File: config.mk
export PLATFORM = sky130hd
export DESIGN_NAME = mem_arbiter
export DESIGN_NICKNAME = d
export VERILOG_FILES = /design/src/rtl/mem_arb_pkg.sv /design/src/rtl/rr_arbiter2.sv /design/src/rtl/mem_arbiter.sv
export SDC_FILE = /design/constraint.sdc
export NUM_CORES = 1
export LEC_CHECK = 0
export CAP_MARGIN = 20
export CORE_AREA = 3 3 179 181
export DETAILED_ROUTE_END_ITERATION = 12
export DIE_AREA = 0 0 182 184
export PLACE_DENSITY = 0.6
export RECOVER_POWER = 50
export SETUP_SLACK_MARGIN = 0.2
export SYNTH_ARGS = -nofsm -noshare
export SYNTH_HDL_FRONTEND = slang
export SYNTH_HIERARCHICAL = 1
export SYNTH_SLANG_ARGS = --single-unit
export TNS_END_PERCENT = 10
File: constraint.sdc
create_clock -name clk -period 4.4 [get_ports clk]
set_input_delay 1.1 -clock clk [delete_from_list [all_inputs] [get_ports clk]]
set_output_delay 1.1 -clock clk [all_outputs]
set_load 0.03 [all_outputs]
File: src/rtl/mem_arb_pkg.sv
// Shared types for the two-port block-memory arbiter: FSM states, op encoding, default block width.
package mem_arb_pkg;

  typedef enum logic [1:0] {
    IDLE = 2'd0,
    BUSY = 2'd1,
    DONE = 2'd2
  } state_t;

  typedef enum logic {
    OP_READ  = 1'b0,
    OP_WRITE = 1'b1
  } op_t;

  localparam int DEFAULT_BLOCK_WIDTH = 128;

endpackage

File: src/rtl/rr_arbiter2.sv
// Combinational two-way round-robin pick; zero latency, no backpressure.
// On contention the port that did not win last time is chosen.
module rr_arbiter2 (
  input  logic [1:0] active,
  input  logic       last_grant,
  output logic       pick_vld,
  output logic       pick
);

  always_comb begin
    pick_vld = |active;
    pick     = 1'b0;
    if (active == 2'b11) begin
      pick = ~last_grant;
    end else if (active[1]) begin
      pick = 1'b1;
    end
  end

endmodule

File: src/rtl/mem_arbiter.sv
// Round-robin arbiter sharing one block memory between two cache controllers; 1-cycle grant latency,
// grant held until mem_ready, then a 1-cycle ready pulse. Optional watchdog under ARB_TIMEOUT_EN.
module mem_arbiter
  import mem_arb_pkg::*;
#(
  parameter int WIDTH          = 32,
  parameter int BLOCK_WIDTH    = DEFAULT_BLOCK_WIDTH,
  parameter int TIMEOUT_CYCLES = 64
) (
  input  logic                   clk,
  input  logic                   rst,
  input  logic                   req0_read,
  input  logic                   req0_write,
  input  logic [WIDTH-1:0]       req0_addr,
  input  logic [WIDTH-1:0]       req0_wdata,
  output logic                   ready0,
  input  logic                   req1_read,
  input  logic                   req1_write,
  input  logic [WIDTH-1:0]       req1_addr,
  input  logic [WIDTH-1:0]       req1_wdata,
  output logic                   ready1,
  output logic [BLOCK_WIDTH-1:0] rdata_block,
  output logic                   mem_read,
  output logic                   mem_write,
  output logic [WIDTH-1:0]       mem_addr,
  output logic [WIDTH-1:0]       mem_wdata,
  input  logic [BLOCK_WIDTH-1:0] mem_block_rdata,
  input  logic                   mem_ready,
  output logic                   grant,
  output logic                   busy
`ifdef ARB_TIMEOUT_EN
  ,
  output logic                   timeout_err
`endif
);

  state_t     state;
  logic       pick_vld;
  logic       pick;
  op_t        sel_op;
  logic [1:0] active;

  assign active = {req1_read | req1_write, req0_read | req0_write};

  rr_arbiter2 u_rr (
    .active     (active),
    .last_grant (grant),
    .pick_vld   (pick_vld),
    .pick       (pick)
  );

  // Read wins when a port raises both strobes.
  assign sel_op = (pick ? req1_read : req0_read) ? OP_READ : OP_WRITE;

`ifdef ARB_TIMEOUT_EN
  localparam int CNT_W = $clog2(TIMEOUT_CYCLES + 1);
  logic [CNT_W-1:0] wd_cnt;
  logic             wd_expired;
  assign wd_expired = (wd_cnt == CNT_W'(TIMEOUT_CYCLES - 1));
`endif

  always_ff @(posedge clk) begin
    if (!rst) begin
      state       <= IDLE;
      mem_read    <= 1'b0;
      mem_write   <= 1'b0;
      ready0      <= 1'b0;
      ready1      <= 1'b0;
      busy        <= 1'b0;
      grant       <= 1'b1;
      mem_addr    <= '0;
      mem_wdata   <= '0;
      rdata_block <= '0;
`ifdef ARB_TIMEOUT_EN
      wd_cnt      <= '0;
      timeout_err <= 1'b0;
`endif
    end else begin
      case (state)
        IDLE: begin
          ready0 <= 1'b0;
          ready1 <= 1'b0;
          if (pick_vld) begin
            grant     <= pick;
            mem_addr  <= pick ? req1_addr : req0_addr;
            mem_wdata <= pick ? req1_wdata : req0_wdata;
            mem_read  <= (sel_op == OP_READ);
            mem_write <= (sel_op == OP_WRITE);
            busy      <= 1'b1;
            state     <= BUSY;
`ifdef ARB_TIMEOUT_EN
            wd_cnt    <= '0;
`endif
          end
        end
        BUSY: begin
          if (mem_ready) begin
            if (mem_read) begin
              rdata_block <= mem_block_rdata;
            end
            mem_read  <= 1'b0;
            mem_write <= 1'b0;
            ready0    <= ~grant;
            ready1    <= grant;
            state     <= DONE;
`ifdef ARB_TIMEOUT_EN
          end else if (wd_expired) begin
            // Release the owner without touching rdata_block.
            mem_read    <= 1'b0;
            mem_write   <= 1'b0;
            ready0      <= ~grant;
            ready1      <= grant;
            timeout_err <= 1'b1;
            state       <= DONE;
          end else begin
            wd_cnt <= wd_cnt + 1'b1;
`endif
          end
        end
        DONE: begin
          // One dead cycle so the winner can drop its request before re-arbitration.
          ready0 <= 1'b0;
          ready1 <= 1'b0;
          busy   <= 1'b0;
          state  <= IDLE;
        end
        default: state <= IDLE;
      endcase
    end
  end

endmodule

### After elaboration in Yosys (flattened, before gate mapping)

Index checks and enable logic that the tools add are counted.

* input port bits: 263
* register bits: 200
* word-level logic and storage cells: 50
* output and inout port bits: 198

* bitwise logic cells: 3
* equal/unequal tests: 5
* mux-type cells: 20
* reductions and logical operators: 12

Operator list (number)
* 32-bit two-way mux: 2
* 1-bit two-way mux: 10
* 1-bit one-hot mux with 2 select lines: 5
* 2-bit AND reduction: 4
* 3-bit AND reduction: 2
* 2-bit nonzero test: 3
* 2-bit == test (second input constant): 2
* 2-bit two-way mux: 2
* 2-bit inequality test (second input constant): 2
* 2-bit one-hot mux with 2 select lines: 1
* 2-bit OR reduction: 2
* 2-bit by 1-bit == test with 1-bit output (second input constant): 1
* 2-bit logical NOT: 1
* 1-bit bitwise OR: 2
* 1-bit inverter: 1

### Logic depth before layout (Yosys ltp)

* depth after elaboration: 7
* gate-level depth with buffers: 8
* mapped depth without buffers: 5

### Cells and area by module

Netlist, hierarchy kept.

By module, submodules not included
* mem_arbiter: area each 7749.9 µm², cells an instance 890, instances 1
* rr_arbiter2: area each 13.8 µm², cells an instance 2, instances 1

### Worst setup path after synthesis

OpenSTA, ideal clock, no wires.

* path type: input to register
* start: input port req0_write
* end: register mem_addr[0]
* library setup time: 0.134 ns
* stages: 7
* slack: 1.952 ns
* data arrival time: 2.314 ns
* cells stage by stage: or2_2 a21boi_1 buf_2 buf_4 buf_2 mux2i_1 a211oi_1

* cells in the longest elaborated chain, start to end: 4

RTL lines
* start: declaration: line mem_arbiter.sv:13 `input logic req0_write,`
* 1-bit bitwise OR: line mem_arbiter.sv:43 `assign active = {req1_read | req1_write, req0_read | req0_write};`
* 2-bit == test: line rr_arbiter2.sv:13 `if (active == 2'b11) begin`
* 1-bit two-way mux: line rr_arbiter2.sv:13
* via pick: line mem_arbiter.sv:39 `logic pick;`
* 32-bit two-way mux: line mem_arbiter.sv:85 `mem_addr <= pick ? req1_addr : req0_addr;`
* end signal: assignment: line mem_arbiter.sv:85
* end: declaration: line mem_arbiter.sv:25 `output logic [WIDTH-1:0] mem_addr,`

The timed path passes the listed nets, and every way through them passes these cells.
A chain may end at the register's enable or synchronous reset.

### Worst setup path in the final report

* start: input port mem_ready
* end: register rdata_block[122]

* cells in the longest elaborated chain, start to end: 1

RTL lines
* start: declaration: line mem_arbiter.sv:28 `input logic mem_ready,`
* 3-bit AND reduction (no source line)
* end signal: assignment: line mem_arbiter.sv:99 `rdata_block <= mem_block_rdata;`
* end: declaration: line mem_arbiter.sv:22 `output logic [BLOCK_WIDTH-1:0] rdata_block,`

No other way between the ends.

==> results.md <==
* Critical Path RT at 4710 ps
* Worst slew margin at -10.7%
* Final Util at 43.1%
* Main combinational cell family by area after synthesis: simple AND/OR/NAND/NOR gates
* DRT Pass-1 Iters at 5
* Syn Area/Cell at 8.70 sq um
* RSZ-0062 raised after global routing: false
* Area delta synth->final at 69.9%
* Count leader, synth: dfxtp_1
* WS Path Type: primary input to flip-flop
* Hold Path Stages at 2
* Final TNS setup at 0 ps
* Critical path cell sequence: dlygate4sd3_1, nand4b_2, buf_12, nand3_1, o21ai_0
* DIE AREA at 33500 sq um
* Synth warn at 6
* Hpwl dp at 20100 microns
* Root Buffer: clkbuf_16
* Deepest clock path buffer count at 2
* Yosys top cell area share at 51.6%
* Clock sink count at 200
* Clock skew at 8.88 ps
* Register-to-Register Path Depth at 4
* Drt initial violations at 258
* Slowest-stage cell, CP: nand4b_2
* Outcome: finished, violations left
* Antenna violations before repair at 1
* DRC Markers at 0
* Setup violators final at 0
* Max FO, Critical Path at 53
* Fin crit period at 3350 ps
* Count of pins over their slew limit at 50
* Register area share after synthesis at 51.6%
* Hold Crit Class: flip-flop to flip-flop
* Simple-gate area share of the yosys netlist at 19.2%
* Synthesized instance count at 892
* Vias in the first global route at 7161
* Worst-path clk slew at 70 ps
* Adder-cell share of the synthesized area at 0%
* Post-CTS sizing at 0
* Pwr dens at 352 nW/um^2
* Gpl congestion at 0.769
* CP peak stage delay at 1060 ps
* Worst IR drop on VDD at 0.000246 V
* Total grt overflow at 0
* Post-synth EDFFs at 0
* Per-cell routed wire length at 16.0 microns
* Syn Nets at 1155
* Top cells by area, synth: dfxtp_1, mux2i_1, nand3_1, o21ai_0, nand2_1
* FMAX at 299 MHz
* Number of CTS-inserted buffers at 17
* Largest net degree at the start of global routing at 212
* Global-route wire length before repair at 40700 microns
* Port Buffers at 460
* Post-CTS setup buffers at 0
* Arr. time, crit path at 3660 ps
* Dominant cell type by area after synthesis: dfxtp_1
* Filler cells at 3040
* Die width at 182 microns
* Fraction of registers with async set/reset at 0%
* CORE AREA at 30600 sq um
* Worst-margin pin slew at 1660 ps
* Period utilization at 76.0%
* Synth cell types at 27
* Crit start category: primary input
* H-tree level count at 4
* Hold Vio Cnt, Final at 0
* CTS tree: built
* Synth cell count leaders: dfxtp_1, nand2_1, nand3_1
* Worst skew pair latency at 440 ps
* MaxCap Viol Count at 1
* Nets at 1558
* Portion of netlist area occupied by mux cells at 8.51%
* Synth Cell Area at 7760 sq um
* Yosys reg bits at 200
* Via density at 4.46
* Chip height at 184 microns
* ANT nets after route at 0
* Leakage at 5.33 nW
* Share of layout cells above drive strength 1 at 3.75%
* Final WL at 27200 microns
* Compound-Gate Fraction of Synth Area at 15.0%
* Via Count at 7593
* Failing checks: max-capacitance violations, max-slew violations
* # rows at 64
* Synth Area in XOR/XNOR at 0%
* Crit end category: flip-flop
* All-Layer GR Usage at 15.4%
* Starting density of the core at 25.4%
* Main flop type after synthesis: dfxtp_1
* CTS hold repair buffers at 0
* I/O pin count at 461
## state kept, by name (all words and copies together) (netlist names)
register     count
mem_wdata       32
state            2
rdata_block    128
mem_addr        32
ready1           1
busy             1
mem_write        1
mem_read         1
ready0           1
grant            1
## cell type report
type / instances / area [sq um] / share of cell area (%)
Clock buffer: 18 / 439 / 3.33
Multi-Input combinational cell: 602 / 3320 / 25.2
Inverter: 3 / 11.3 / 0.0854
Tap cell: 396 / 495 / 3.76
Sequential cell: 200 / 4000 / 30.4
Antenna cell: 1 / 2.50 / 0.0190
Timing Repair Buffer: 471 / 4760 / 36.1
Clock inverter: 13 / 161 / 1.22
## cells in the final DEF, fill, tap and decap left out, types with 2 or more instances in the layout
cell             count
nor2_1              65
a211oi_1            64
dfxtp_1            200
nand2_1            130
clkinvlp_4           2
clkbuf_16           17
mux2i_1             66
inv_1                3
bufinv_16            2
buf_4                4
nand3b_1             2
dlygate4sd3_1      160
a21oi_1              5
nand3_1            130
clkdlybuf4s50_1    299
o21ai_1              6
inv_8                3
or2_2                3
inv_6                3
clkinv_4             3
o21ai_0            122
buf_12               6
## critical path, delay by kind of cell
kind	cells	cell delay (ps)
AND/OR/NAND/NOR	2	1170
buffers and inverters	2	1230
AO/OA/AOI/OAI	1	110
## cell families after synthesis
logic type | Yosys count
AND/OR/NAND/NOR | 337
flip-flops | 200
AO/OA/AOI/OAI | 199
buffers and inverters | 90
multiplexers | 66
## power breakdown
| group | switching [mW] | internal (mW) | leakage, nW |
|---|---|---|---|
| combinational | 0.536 | 0.487 | 3.41 |
| sequential | 0.0582 | 1.92 | 1.63 |
| clock | 0.773 | 0.872 | 0.289 |
## per-stage QoR
stage                     hold WS, ps  instance area (sq um)  setup WS (ps)  cells  total power, mW
after floorplan                   513                   7760           1950    892             2.55
after global placement            443                  12600           1170   1672             3.07
after detailed placement          451                  12600           1000   1672             3.08
after CTS                         462                  13200           1460   1703             4.75
after global routing              473                  13200            799   1704             4.86
final                             453                  13200           1050   1704             4.64
## worst paths after layout
kind | start | endpoint | slack [ps]
max | mem_ready | rdata_block[122]$_SDFFE_PN0P_ | 1050
min | rdata_block[62]$_SDFFE_PN0P_ | rdata_block[62]$_SDFFE_PN0P_ | 450
max reg2reg | state[0]$_SDFFE_PN0P_ | rdata_block[122]$_SDFFE_PN0P_ | 1760
min reg2reg | rdata_block[62]$_SDFFE_PN0P_ | rdata_block[62]$_SDFFE_PN0P_ | 450
## layer usage
layer	vias to the layer above	wire length, microns	global-route usage [%]	share of wire (%)
li1	3912	-	-	-
met3	20	2330	5.52	8.6
met1	3374	10900	17.6	40
met2	287	13600	27.3	50
met5	-	0	0	0
met4	0	346	3.93	1.3
No activity file was read; power rests on OpenSTA's default activity.
